--- src/rtl/mem_bus_arbiter.sv ---
// Two-master arbiter for a single-port memory with registered grants and a hold-limit preemption.
// Optional macro ARB_ROUND_ROBIN_EN: alternate the winner of contention from idle.
module mem_bus_arbiter #(
    parameter int unsigned ADDR_WIDTH = 16,
    parameter int unsigned DATA_WIDTH = 16,
    parameter int unsigned MAX_HOLD   = 64,
    parameter int unsigned CNT_WIDTH  = 8
) (
    input  logic                  clk,
    input  logic                  reset_n,
    input  logic                  m0_req,
    input  logic [ADDR_WIDTH-1:0] m0_addr,
    input  logic [DATA_WIDTH-1:0] m0_wdata,
    input  logic                  m0_we_n,
    output logic                  m0_gnt,
    input  logic                  m1_req,
    input  logic [ADDR_WIDTH-1:0] m1_addr,
    input  logic [DATA_WIDTH-1:0] m1_wdata,
    input  logic                  m1_we_n,
    output logic                  m1_gnt,
    output logic [DATA_WIDTH-1:0] rdata,
    output logic                  preempt,
    output logic [ADDR_WIDTH-1:0] mem_addr,
    output logic [DATA_WIDTH-1:0] mem_wdata,
    output logic                  mem_we_n,
    input  logic [DATA_WIDTH-1:0] mem_rdata
);

    // Grant flops double as the state register: bit 0 is m0_gnt, bit 1 is m1_gnt.
    typedef enum logic [1:0] {
        StIdle = 2'b00,
        StOwn0 = 2'b01,
        StOwn1 = 2'b10
    } state_e;

    localparam bit PreemptEn = (MAX_HOLD > 0);
    localparam logic [CNT_WIDTH-1:0] HoldLast = PreemptEn ? CNT_WIDTH'(MAX_HOLD - 1) : '0;

    state_e               state_q, state_d;
    logic [CNT_WIDTH-1:0] hold_cnt_q, hold_cnt_d;
    logic                 last_owner_q, last_owner_d;
    logic                 preempt_q, preempt_d;
    logic                 hold_expired;

    assign hold_expired = PreemptEn && (hold_cnt_q == HoldLast);

    always_comb begin
        state_d      = state_q;
        hold_cnt_d   = hold_cnt_q;
        last_owner_d = last_owner_q;
        preempt_d    = 1'b0;

        unique case (state_q)
            StIdle: begin
                if (m0_req && m1_req) begin
`ifdef ARB_ROUND_ROBIN_EN
                    state_d = last_owner_q ? StOwn0 : StOwn1;
`else
                    state_d = StOwn0;
`endif
                end else if (m0_req) begin
                    state_d = StOwn0;
                end else if (m1_req) begin
                    state_d = StOwn1;
                end
            end
            // A release on the same edge as an expired hold wins, so no pulse.
            StOwn0: begin
                if (!m0_req) begin
                    state_d = m1_req ? StOwn1 : StIdle;
                end else if (m1_req && hold_expired) begin
                    state_d   = StOwn1;
                    preempt_d = 1'b1;
                end
            end
            StOwn1: begin
                if (!m1_req) begin
                    state_d = m0_req ? StOwn0 : StIdle;
                end else if (m0_req && hold_expired) begin
                    state_d   = StOwn0;
                    preempt_d = 1'b1;
                end
            end
            default: state_d = StIdle;
        endcase

        if (state_d != state_q) begin
            hold_cnt_d = '0;
            if (state_d == StOwn0) begin
                last_owner_d = 1'b0;
            end else if (state_d == StOwn1) begin
                last_owner_d = 1'b1;
            end
        end else if (state_q != StIdle && PreemptEn && !hold_expired) begin
            hold_cnt_d = hold_cnt_q + CNT_WIDTH'(1);
        end
    end

    always_ff @(posedge clk) begin
        if (!reset_n) begin
            state_q      <= StIdle;
            hold_cnt_q   <= '0;
            last_owner_q <= 1'b1;
            preempt_q    <= 1'b0;
        end else begin
            state_q      <= state_d;
            hold_cnt_q   <= hold_cnt_d;
            last_owner_q <= last_owner_d;
            preempt_q    <= preempt_d;
        end
    end

    always_comb begin
        mem_addr  = '0;
        mem_wdata = '0;
        mem_we_n  = 1'b1;
        unique case (state_q)
            StOwn0: begin
                mem_addr  = m0_addr;
                mem_wdata = m0_wdata;
                mem_we_n  = m0_we_n;
            end
            StOwn1: begin
                mem_addr  = m1_addr;
                mem_wdata = m1_wdata;
                mem_we_n  = m1_we_n;
            end
            default: ;
        endcase
    end

    assign m0_gnt  = state_q[0];
    assign m1_gnt  = state_q[1];
    assign preempt = preempt_q;
    assign rdata   = mem_rdata;

endmodule

--- config.mk ---
export PLATFORM = sky130hd
export DESIGN_NAME = mem_bus_arbiter
export DESIGN_NICKNAME = d
export VERILOG_FILES = /design/src/rtl/mem_bus_arbiter.sv
export SDC_FILE = /design/constraint.sdc
export NUM_CORES = 1
export LEC_CHECK = 0
export CAP_MARGIN = 20
export CORE_ASPECT_RATIO = 0.5
export CORE_UTILIZATION = 32
export DETAILED_ROUTE_END_ITERATION = 10
export GPL_TIMING_DRIVEN = 0
export PLACE_DENSITY = 0.94
export SETUP_SLACK_MARGIN = 0.05
export SLEW_MARGIN = 5
export SYNTH_ARGS = -nofsm -noshare
export SYNTH_HDL_FRONTEND = slang
export SYNTH_SLANG_ARGS = --single-unit
--- constraint.sdc ---
create_clock -name clk -period 3.8 [get_ports clk]
set_input_delay 0.76 -clock clk [delete_from_list [all_inputs] [get_ports clk]]
set_output_delay 0.76 -clock clk [all_outputs]
set_load 0.005 [all_outputs]
==> impl_results.md, run 1 <==
* Req. time, crit path at 3040 ps
* Cell Chain, Critical Path: ha_1 > clkbuf_1 > clkbuf_1 > a22oi_1 > nor2b_1 > clkdlybuf4s50_1
* VDD IR max at 295.0 uV
* NumNets Final at 398
* Core ar. at 3984 um2
* CP endpoint kind: output port
* Critical path arrival at 2620 ps
* Die height at 48.16 um
* Congestion Overflow GR at 0
* Max stage delay on crit path at 520 ps
* Routability cong. at 0.9090
* Clock sinks at 11
* Post-cts hold buffer count at 0
* Worst setup path start: state_q[1]$_SDFF_PN0_
* CP startpoint kind: flip-flop
* Reg2reg start: state_q[1]$_SDFF_PN0_
* Commonest non-fill, non-tap cell in the layout: clkdlybuf4s50_1
* Num CTS Buffers at 3
* Synth Register Bits at 11
* Ratio of cells with drive above 1 in the final layout at 0.08497
* # DRC at 0
* Routed Antenna Nets at 0
* WS Path Type: flip-flop to output port
* Clock skew at 1.967 ps
* Syn Nets at 273
* Yosys cell types at 41
* Commonest non-fill, non-tap cells in the layout: clkdlybuf4s50_1, a22oi_1, nor2b_1
* Vias at 1843
* Outcome: completed
* H-tree depth at 1
* Worst slew pin tran at 457.4 ps
* Mean Syn Cell Area at 7.493 um2
* Mean routed wirelength per cell at 14.11 um
* Hold Path Depth at 2
* Hpwl dp at 4.137 mm
* DIE AREA at 4543 um2
* Synth warn at 0
* TritonCTS clock tree: yes
* RSZ-0062 raised after global routing: no
* Clock Tree Root: clkbuf_8
* Final core occ at 0.6724
* Most frequent CP cell: clkbuf_1
* Worst-path clk slew at 50 ps
* First-pass GRT wire length at 7.024 mm
* Seq/Total Area, Yosys at 0.1615
* Final hold vios at 0
* Clk_lat worst skew at 240 ps
* Final period util at 0.8904
* WHS Endpoint: hold_cnt_q[1]$_SDFFE_PP0P_
* Final setup viols at 0
* Min cycle time layout at 3384 ps
* Vias in the first global route at 1595
* Initial antenna violation count at 0
* Via-to-Cell Ratio at 5.119
* Slew HR at 0.6950
* # Max-Cap Violations at 0
* Gate Count Post-Synth at 182
* Setup TNS at 0 ps
* Critical path's slowest cell: clkdlybuf4s50_1
* Buf/Inv on CP at 3
* Achievable Freq at 0.2955 GHz
* Initial DRC count at 66
* Post CTS Setup Buffer Count at 0
* Antenna Cells at 0
* Worst hold path class: flip-flop to flip-flop
* PortBufs at 120
* Total Power at 478.7 uW
* Worst Path Max Fanout at 11
* Clock Tree Buf Depth at 2
* Pin count of the biggest net entering global routing at 12
* Setup slack, reg-to-reg at 1460 ps
* Pwr per Cell Area at 178.7 nW/um2
* Final wirelength at 5.079 mm
* Die Wd at 94.33 um
* LEAKAGE at 0.0009391 uW
* Final Max Tran Viols at 0
* P&R area growth vs syn at 96.42%
* Initial core utilization at 0.3423
* Synthesized cell area at 1364 um2
* Std-Cell Rows at 16
* GRT Overall Usage at 0.2004
* R2R depth at 8
* First-pass DRT Iterations at 4
* HP Start: hold_cnt_q[1]$_SDFFE_PP0P_
* CTS resizes at 0
* Crit-path leading delay family: buffers and inverters
* Critical R2R Capture: hold_cnt_q[2]$_SDFFE_PP0P_
* Ports at 138
[power breakdown]
part,internal [uW],switching (uW)
combinational,152,86.7
sequential,118,4.52
clock,72.1,44.9
total,343,136
[cell usage after synthesis]
library cell  count  share of area
o21ai_1           1         0.0037
o21a_1            1         0.0055
nor4b_1           1         0.0064
xnor2_1           1         0.0064
nand4bb_2         1          0.012
a31oi_1           1         0.0046
dfxtp_1          11           0.16
and3_1            2         0.0092
nand2b_1          2         0.0092
or2_2             1         0.0046
buf_4            16          0.088
o211ai_1          2          0.011
or2_0             1         0.0046
a2111o_1          1         0.0083
clkbuf_1          9          0.025
o21ai_0           4          0.015
and2b_1           1         0.0055
nor2b_1          33           0.15
inv_1             5          0.014
o311ai_0          1         0.0064
or4bb_1           1         0.0083
nor2_1            9          0.025
ha_1              5          0.046
nand2_1           6          0.017
nor3_1            3          0.011
nor4_1            1         0.0046
xor2_1            3          0.019
buf_1             4          0.011
a41oi_1           1         0.0064
a21o_1            1         0.0055
and3b_1           1         0.0064
o2111ai_4         1          0.019
mux2i_1           2          0.015
a22oi_1          33           0.18
a21oi_1           3          0.011
buf_2             1         0.0037
or4b_2            1         0.0073
nand4_1           3          0.014
nand3_1           5          0.018
or2_4             1         0.0064
a311oi_1          2          0.013
[routing by layer]
layer / track usage / up-vias / share of wire
met5: 0 / - / 0
li1: - / 895 / -
met1: 0.2229 / 873 / 0.40
met3: 0.03583 / 8 / 0.054
met4: 0.04308 / 0 / 0.011
met2: 0.4203 / 67 / 0.53
[area by class of cell]
type	instances	area, um2
Tap cell	54	67.56
Clock inverter	1	5.005
Clock buffer	3	41.29
Inverter	5	18.77
Buffer	30	173.9
Multi-Input combinational cell	136	950.9
Sequential cell	11	220.2
Fill cell	327	1305
Timing Repair Buffer	120	1201
[sequential cells by signal, summed over array words and instances, names as in the netlist]
name,cells
hold_cnt_q,8
state_q,2
preempt,1
[how the worst max path moves through the flow]
stage | endpoint | slack, ps | cells after the start
2_1_floorplan | mem_addr[11] | 1560 | 5
3_3_place_gp | mem_addr[2] | 770 | 6
3_5_place_dp | mem_wdata[11] | 700 | 6
4_1_cts | mem_wdata[13] | 440 | 6
5_1_grt | mem_wdata[13] | 230 | 6
6_report | mem_wdata[13] | 420 | 6
[per-stage QoR]
stage / hold WS, ps / cell area [um2] / worst slack, ps / instances
finish: 537.0 / 2679 / 416.4 / 360
global route: 569.5 / 2679 / 230.8 / 360
CTS: 536.1 / 2679 / 436.5 / 360
detailed placement: 520.9 / 2633 / 698.5 / 356
global placement: 497.4 / 2633 / 767.3 / 356
floorplan: 479.2 / 1364 / 1558 / 182
[worst register-to-register path, cell delays in order, from the launching register on]
cell,delay (ps)
dfxtp_1,500
inv_1,140
ha_1,200
clkbuf_1,210
or4b_2,670
nand4_1,120
a31oi_1,90
o2111ai_4,200
a311oi_1,90
[cell families (layout without fill, tap and decap cells)]
kind of cell / Yosys count / after routing / share of synthesized area
compound gates: 52 / 52 / 0.2908
buf+inv: 35 / 159 / 0.1413
simple gates: 73 / 73 / 0.3202
flops: 11 / 11 / 0.1615
mux: 2 / 2 / 0.01468
fa+ha+maj: 5 / 5 / 0.04587
xor+xnor: 4 / 4 / 0.02569
Power figures use the tool's default switching activity.
==> run 2, diff against run 1 <==
Settings changed: RECOVER_POWER set to 100.
==> run 2 against run 1 <==
Compared with the run above:
- setup slack worse by 60 ps
- largest power group unchanged
- critical path depth stayed put
- clock-buffer cell count stayed put
- critical endpoint unchanged
==> impl_results.md, run 2 (synthesis results as in run 1) <==
* Fill cells at 330
* Pin count of the biggest net entering global routing at 12
* Vias in the first global route at 1595
* Slew HR at 0.5983
* Outcome: completed
* Worst slew pin tran at 601.9 ps
* Most frequent CP cell: clkbuf_1
* Hpwl dp at 4.137 mm
* Clock skew at 1.619 ps
* Num CTS Buffers at 3
* Critical path's slowest cell: dlygate4sd3_1
* Post-Layout Cell Count at 360
* VDD IR max at 294.7 uV
* # DRC at 0
* H-tree depth at 1
* # Max-Cap Violations at 0
* R2R depth at 8
* Vias at 1834
* Achievable Freq at 0.2904 GHz
* Worst hold path class: flip-flop to flip-flop
* RSZ-0062 raised after global routing: no
* P&R area growth vs syn at 95.14%
* CP startpoint kind: flip-flop
* Clock Tree Root: clkbuf_8
* Final core occ at 0.6680
* Final hold vios at 0
* DIE AREA at 4543 um2
* Std-Cell Rows at 16
* Req. time, crit path at 3040 ps
* Hold Path Depth at 2
* Final period util at 0.9061
* Clock sinks at 11
* Die height at 48.16 um
* Congestion Overflow GR at 0
* Initial antenna violation count at 0
* Initial core utilization at 0.3423
* Reg with most FFs: hold_cnt_q
* Pwr per Cell Area at 175.0 nW/um2
* Cell Chain, Critical Path: ha_1 > clkbuf_1 > clkbuf_1 > a22oi_1 > nor2b_1 > dlygate4sd3_1
* First-pass GRT wire length at 7.024 mm
* CTS resizes at 0
* Commonest non-fill, non-tap cell in the layout: clkdlybuf4s50_1
* Via-to-Cell Ratio at 5.094
* Worst-path clk slew at 50 ps
* TritonCTS clock tree: yes
* Routability cong. at 0.9090
* Max stage delay on crit path at 580 ps
* Final wirelength at 5.076 mm
* Antenna Cells at 0
* Routed Antenna Nets at 0
* CP endpoint kind: output port
* Multi-input logic area at 933.4 um2
* Reg area at 220.2 um2
* Min cycle time layout at 3443 ps
* Critical path arrival at 2680 ps
* Buf/Inv on CP at 3
* Initial DRC count at 77
* Worst Path Max Fanout at 11
* Post-cts hold buffer count at 0
* Final setup viols at 0
* First-pass DRT Iterations at 4
* LEAKAGE at 0.001051 uW
* Clk_lat worst skew at 240 ps
* NumNets Final at 398
* Post CTS Setup Buffer Count at 0
* WS Path Type: flip-flop to output port
* Final Max Tran Viols at 0
* Worst path depth at 6
* Clock Tree Buf Depth at 2
* Max FFs per register at 8
* Ratio of cells with drive above 1 in the final layout at 0.08170
* Crit-path leading delay family: buffers and inverters
* Ports at 138
* Setup TNS at 0 ps
* Post-Place Cells at 356
* PortBufs at 120
* Die Wd at 94.33 um
* Core ar. at 3984 um2
* GRT Overall Usage at 0.2004
* Mean routed wirelength per cell at 14.10 um
* Commonest non-fill, non-tap cells in the layout: clkdlybuf4s50_1, dlygate4sd3_1, a22oi_1, nor2b_1, buf_4
==> run 2: worst paths after layout <==
check / startpoint / endpoint / slack, ps
max: state_q[1]$_SDFF_PN0_ / mem_wdata[13] / 360
min: hold_cnt_q[7]$_SDFFE_PP0P_ / hold_cnt_q[7]$_SDFFE_PP0P_ / 530
max reg2reg: state_q[1]$_SDFF_PN0_ / hold_cnt_q[1]$_SDFFE_PP0P_ / 1340
min reg2reg: hold_cnt_q[7]$_SDFFE_PP0P_ / hold_cnt_q[7]$_SDFFE_PP0P_ / 530
==> run 2: power breakdown <==
part	internal (uW)	total (uW)	leakage, uW	switching, uW
Clock	72.1	117	0.0000255	45.1
Sequential	118	123	0.0000890	4.50
Combinational	142	226	0.000936	83.6
Total	333	466	0.00105	133
==> run 2: cell type report <==
cell class                      count  share of cell area
Buffer                             30             0.06535
Clock buffer                        3             0.01551
Clock inverter                      1            0.001881
Inverter                            5            0.007052
Multi-Input combinational cell    136              0.3507
Sequential cell                    11             0.08275
Tap cell                           54             0.02539
Timing Repair Buffer              120              0.4513
==> run 2: through the flow <==
| step | instance area [um2] | setup slack [ps] | power (uW) | hold WS [ps] |
|---|---|---|---|---|
| final | 2661 | 356.7 | 465.7 | 532.6 |
| after global routing | 2661 | 179.6 | 493.7 | 569.5 |
| after CTS | 2679 | 436.5 | 481.4 | 536.1 |
| after detailed placement | 2633 | 698.5 | 362.5 | 520.9 |
| after global placement | 2633 | 767.3 | 356.1 | 497.4 |
| after floorplan | 1364 | 1558 | 226.6 | 479.2 |
==> run 2: worst register-to-register path: cells and delay by family, from the launching register on <==
kind,cells,cell delay [ps]
AO/OA/AOI/OAI,2,390
AND/OR/NAND/NOR,3,900
flip-flops,1,490
adder cells (fa/ha/maj),1,200
buffers and inverters,2,350
==> run 2: layer usage <==
metal,track usage,up-vias,share of wire
met5,0,-,0
met4,0.04308,0,0.011
met3,0.03583,8,0.054
met1,0.2229,862,0.41
li1,-,894,-
met2,0.4203,70,0.53
==> run 3, diff against run 2 <==
Settings changed: PLACE_DENSITY 0.94 to not set, PLACE_DENSITY_LB_ADDON set to 0.1, TNS_END_PERCENT set to 10.
==> run 3 against run 2 <==
Compared with the run above:
- largest power group unchanged
- wire length grew 6.2%
- sequential power is essentially flat
- design area is the same
- critical endpoint is now mem_addr[7]
- first-iteration DRC count shrank 6.5%
- non-clock buffer count is the same
- fmax grew 0.64%
==> impl_results.md, run 3 (synthesis results as in run 1) <==
* DIE AREA at 4543 um2
* Clock Tree Root: clkbuf_8
* Req. time, crit path at 3040 ps
* H-tree depth at 1
* Commonest non-fill, non-tap cells in the layout: clkdlybuf4s50_1, dlygate4sd3_1, a22oi_1, nor2b_1, buf_4
* RSZ-0062 raised after global routing: no
* Ports at 138
* Fill cells at 343
* Critical path arrival at 2660 ps
* CP startpoint kind: flip-flop
* Core ar. at 3984 um2
* # DRC at 0
* Die Wd at 94.33 um
* Setup TNS at 0 ps
* Congestion Overflow GR at 0
* # Max-Cap Violations at 0
* Antenna Cells at 0
* Critical R2R Capture: hold_cnt_q[4]$_SDFFE_PP0P_
* CP endpoint kind: output port
* VDD IR max at 319.6 uV
* Final wirelength at 5.393 mm
* TritonCTS clock tree: yes
* Commonest non-fill, non-tap cell in the layout: clkdlybuf4s50_1
* CP endpoint: mem_addr[7]
* P&R area growth vs syn at 95.14%
* Clock Tree Buf Depth at 2
* Std-Cell Rows at 16
* Final hold vios at 0
* Slew HR at 0.5763
* Post CTS Setup Buffer Count at 0
* Initial core utilization at 0.3423
* First-pass DRT Iterations at 6
* Worst slew pin tran at 627.6 ps
* CTS resizes at 0
* NumNets Final at 398
* Clock skew at 5.331 ps
* Total Power at 462.9 uW
* Top layer in use: met4
* Num CTS Buffers at 3
* Clk_lat worst skew at 240 ps
* Reg2reg start: state_q[1]$_SDFF_PN0_
* Min cycle time layout at 3422 ps
* Setup slack, reg-to-reg at 1300 ps
* Worst setup path start: state_q[1]$_SDFF_PN0_
* Initial DRC count at 72
* Vias in the first global route at 1609
* Die height at 48.16 um
* Worst Path Max Fanout at 11
* Final setup viols at 0
* WS Path Type: flip-flop to output port
* Final period util at 0.9004
* Routability cong. at 0.8838
* Achievable Freq at 0.2923 GHz
* Clock network power share at 0.248
* Ratio of cells with drive above 1 in the final layout at 0.08170
* Worst hold path class: flip-flop to flip-flop
* Outcome: completed
* Max FFs per register at 8
* Switching part of the total at 0.2819
* Worst-path clk slew at 50 ps
* Wl on met1 at 2.366 mm
* Metal3 WL at 369 um
* Pwr per Cell Area at 174.0 nW/um2
* Clock sinks at 11
* Routed Antenna Nets at 0
* Combinational power share at 0.488
* LEAKAGE at 0.001051 uW
* Post-cts hold buffer count at 0
* Hpwl dp at 4.398 mm
* Via-to-Cell Ratio at 5.019
* PortBufs at 120
* First-pass GRT wire length at 7.783 mm
* Initial antenna violation count at 0
* Reg with most FFs: hold_cnt_q
* Vias at 1807
* Pin count of the biggest net entering global routing at 12
* Sequential share of power at 0.264
* Switching power of the nets at 130.5 uW
* R2R depth at 8
* Met2 Routed Length at 2.632 mm
* Mean routed wirelength per cell at 14.98 um
* Final Max Tran Viols at 0
* GRT Overall Usage at 0.2187
* Power Internal at 332.4 uW
-- run 3: worst min-delay path by stage --
stage | slack (ps) | start | depth (start not counted) | endpoint
floorplan | 480 | hold_cnt_q[1]$_SDFFE_PP0P_ | 2 | hold_cnt_q[1]$_SDFFE_PP0P_
finish | 520 | hold_cnt_q[1]$_SDFFE_PP0P_ | 2 | hold_cnt_q[1]$_SDFFE_PP0P_
global route | 580 | hold_cnt_q[1]$_SDFFE_PP0P_ | 2 | hold_cnt_q[1]$_SDFFE_PP0P_
CTS | 520 | hold_cnt_q[1]$_SDFFE_PP0P_ | 2 | hold_cnt_q[1]$_SDFFE_PP0P_
detailed placement | 510 | hold_cnt_q[1]$_SDFFE_PP0P_ | 2 | hold_cnt_q[1]$_SDFFE_PP0P_
global placement | 500 | hold_cnt_q[1]$_SDFFE_PP0P_ | 2 | hold_cnt_q[1]$_SDFFE_PP0P_
-- run 3: power by group through the flow --
| stage | Clock [uW] | Combinational, uW | Sequential [uW] |
|---|---|---|---|
| after floorplan | 0 | 103 | 124 |
| after global placement | 0 | 232 | 124 |
| after detailed placement | 0 | 239 | 125 |
| after CTS | 120 | 240 | 122 |
| after global routing | 126 | 247 | 123 |
| final | 115 | 226 | 122 |
-- run 3: worst max-delay path, cell delays in order, from the launching register on --
cell	delay [ps]
dfxtp_1	500
ha_1	250
clkbuf_1	370
clkbuf_1	400
a22oi_1	150
nor2b_1	130
dlygate4sd3_1	610
-- run 3: final cells by class --
cell class / count / area [um2] / share of cell area
timing repair buffer: 120 / 1201 / 0.4513
multi-input combinational: 136 / 933.4 / 0.3507
sequential: 11 / 220.2 / 0.08275
buffer: 30 / 173.9 / 0.06535
tap: 54 / 67.56 / 0.02539
clock buffer: 3 / 41.29 / 0.01551
inverter: 5 / 18.77 / 0.007052
clock inverter: 1 / 5.005 / 0.001881
-- run 3: per-layer routing --
layer	vias to the layer above	track usage
li1	897	-
met1	837	0.2837
met2	69	0.4072
met3	4	0.04050
met4	0	0.01846
met5	-	0
-- run 3: per-stage QoR --
step,hold WS (ps),cell area [um2],std cells,utilization,setup WS (ps)
after floorplan,479.2,1364,182,-,1558
after global placement,497.0,2633,356,0.6608,737.9
after detailed placement,511.4,2633,356,0.6608,680.0
after CTS,524.6,2679,360,0.6724,406.9
after global routing,581.0,2661,360,0.6680,119.9
final,520.4,2661,360,0.6680,378.4
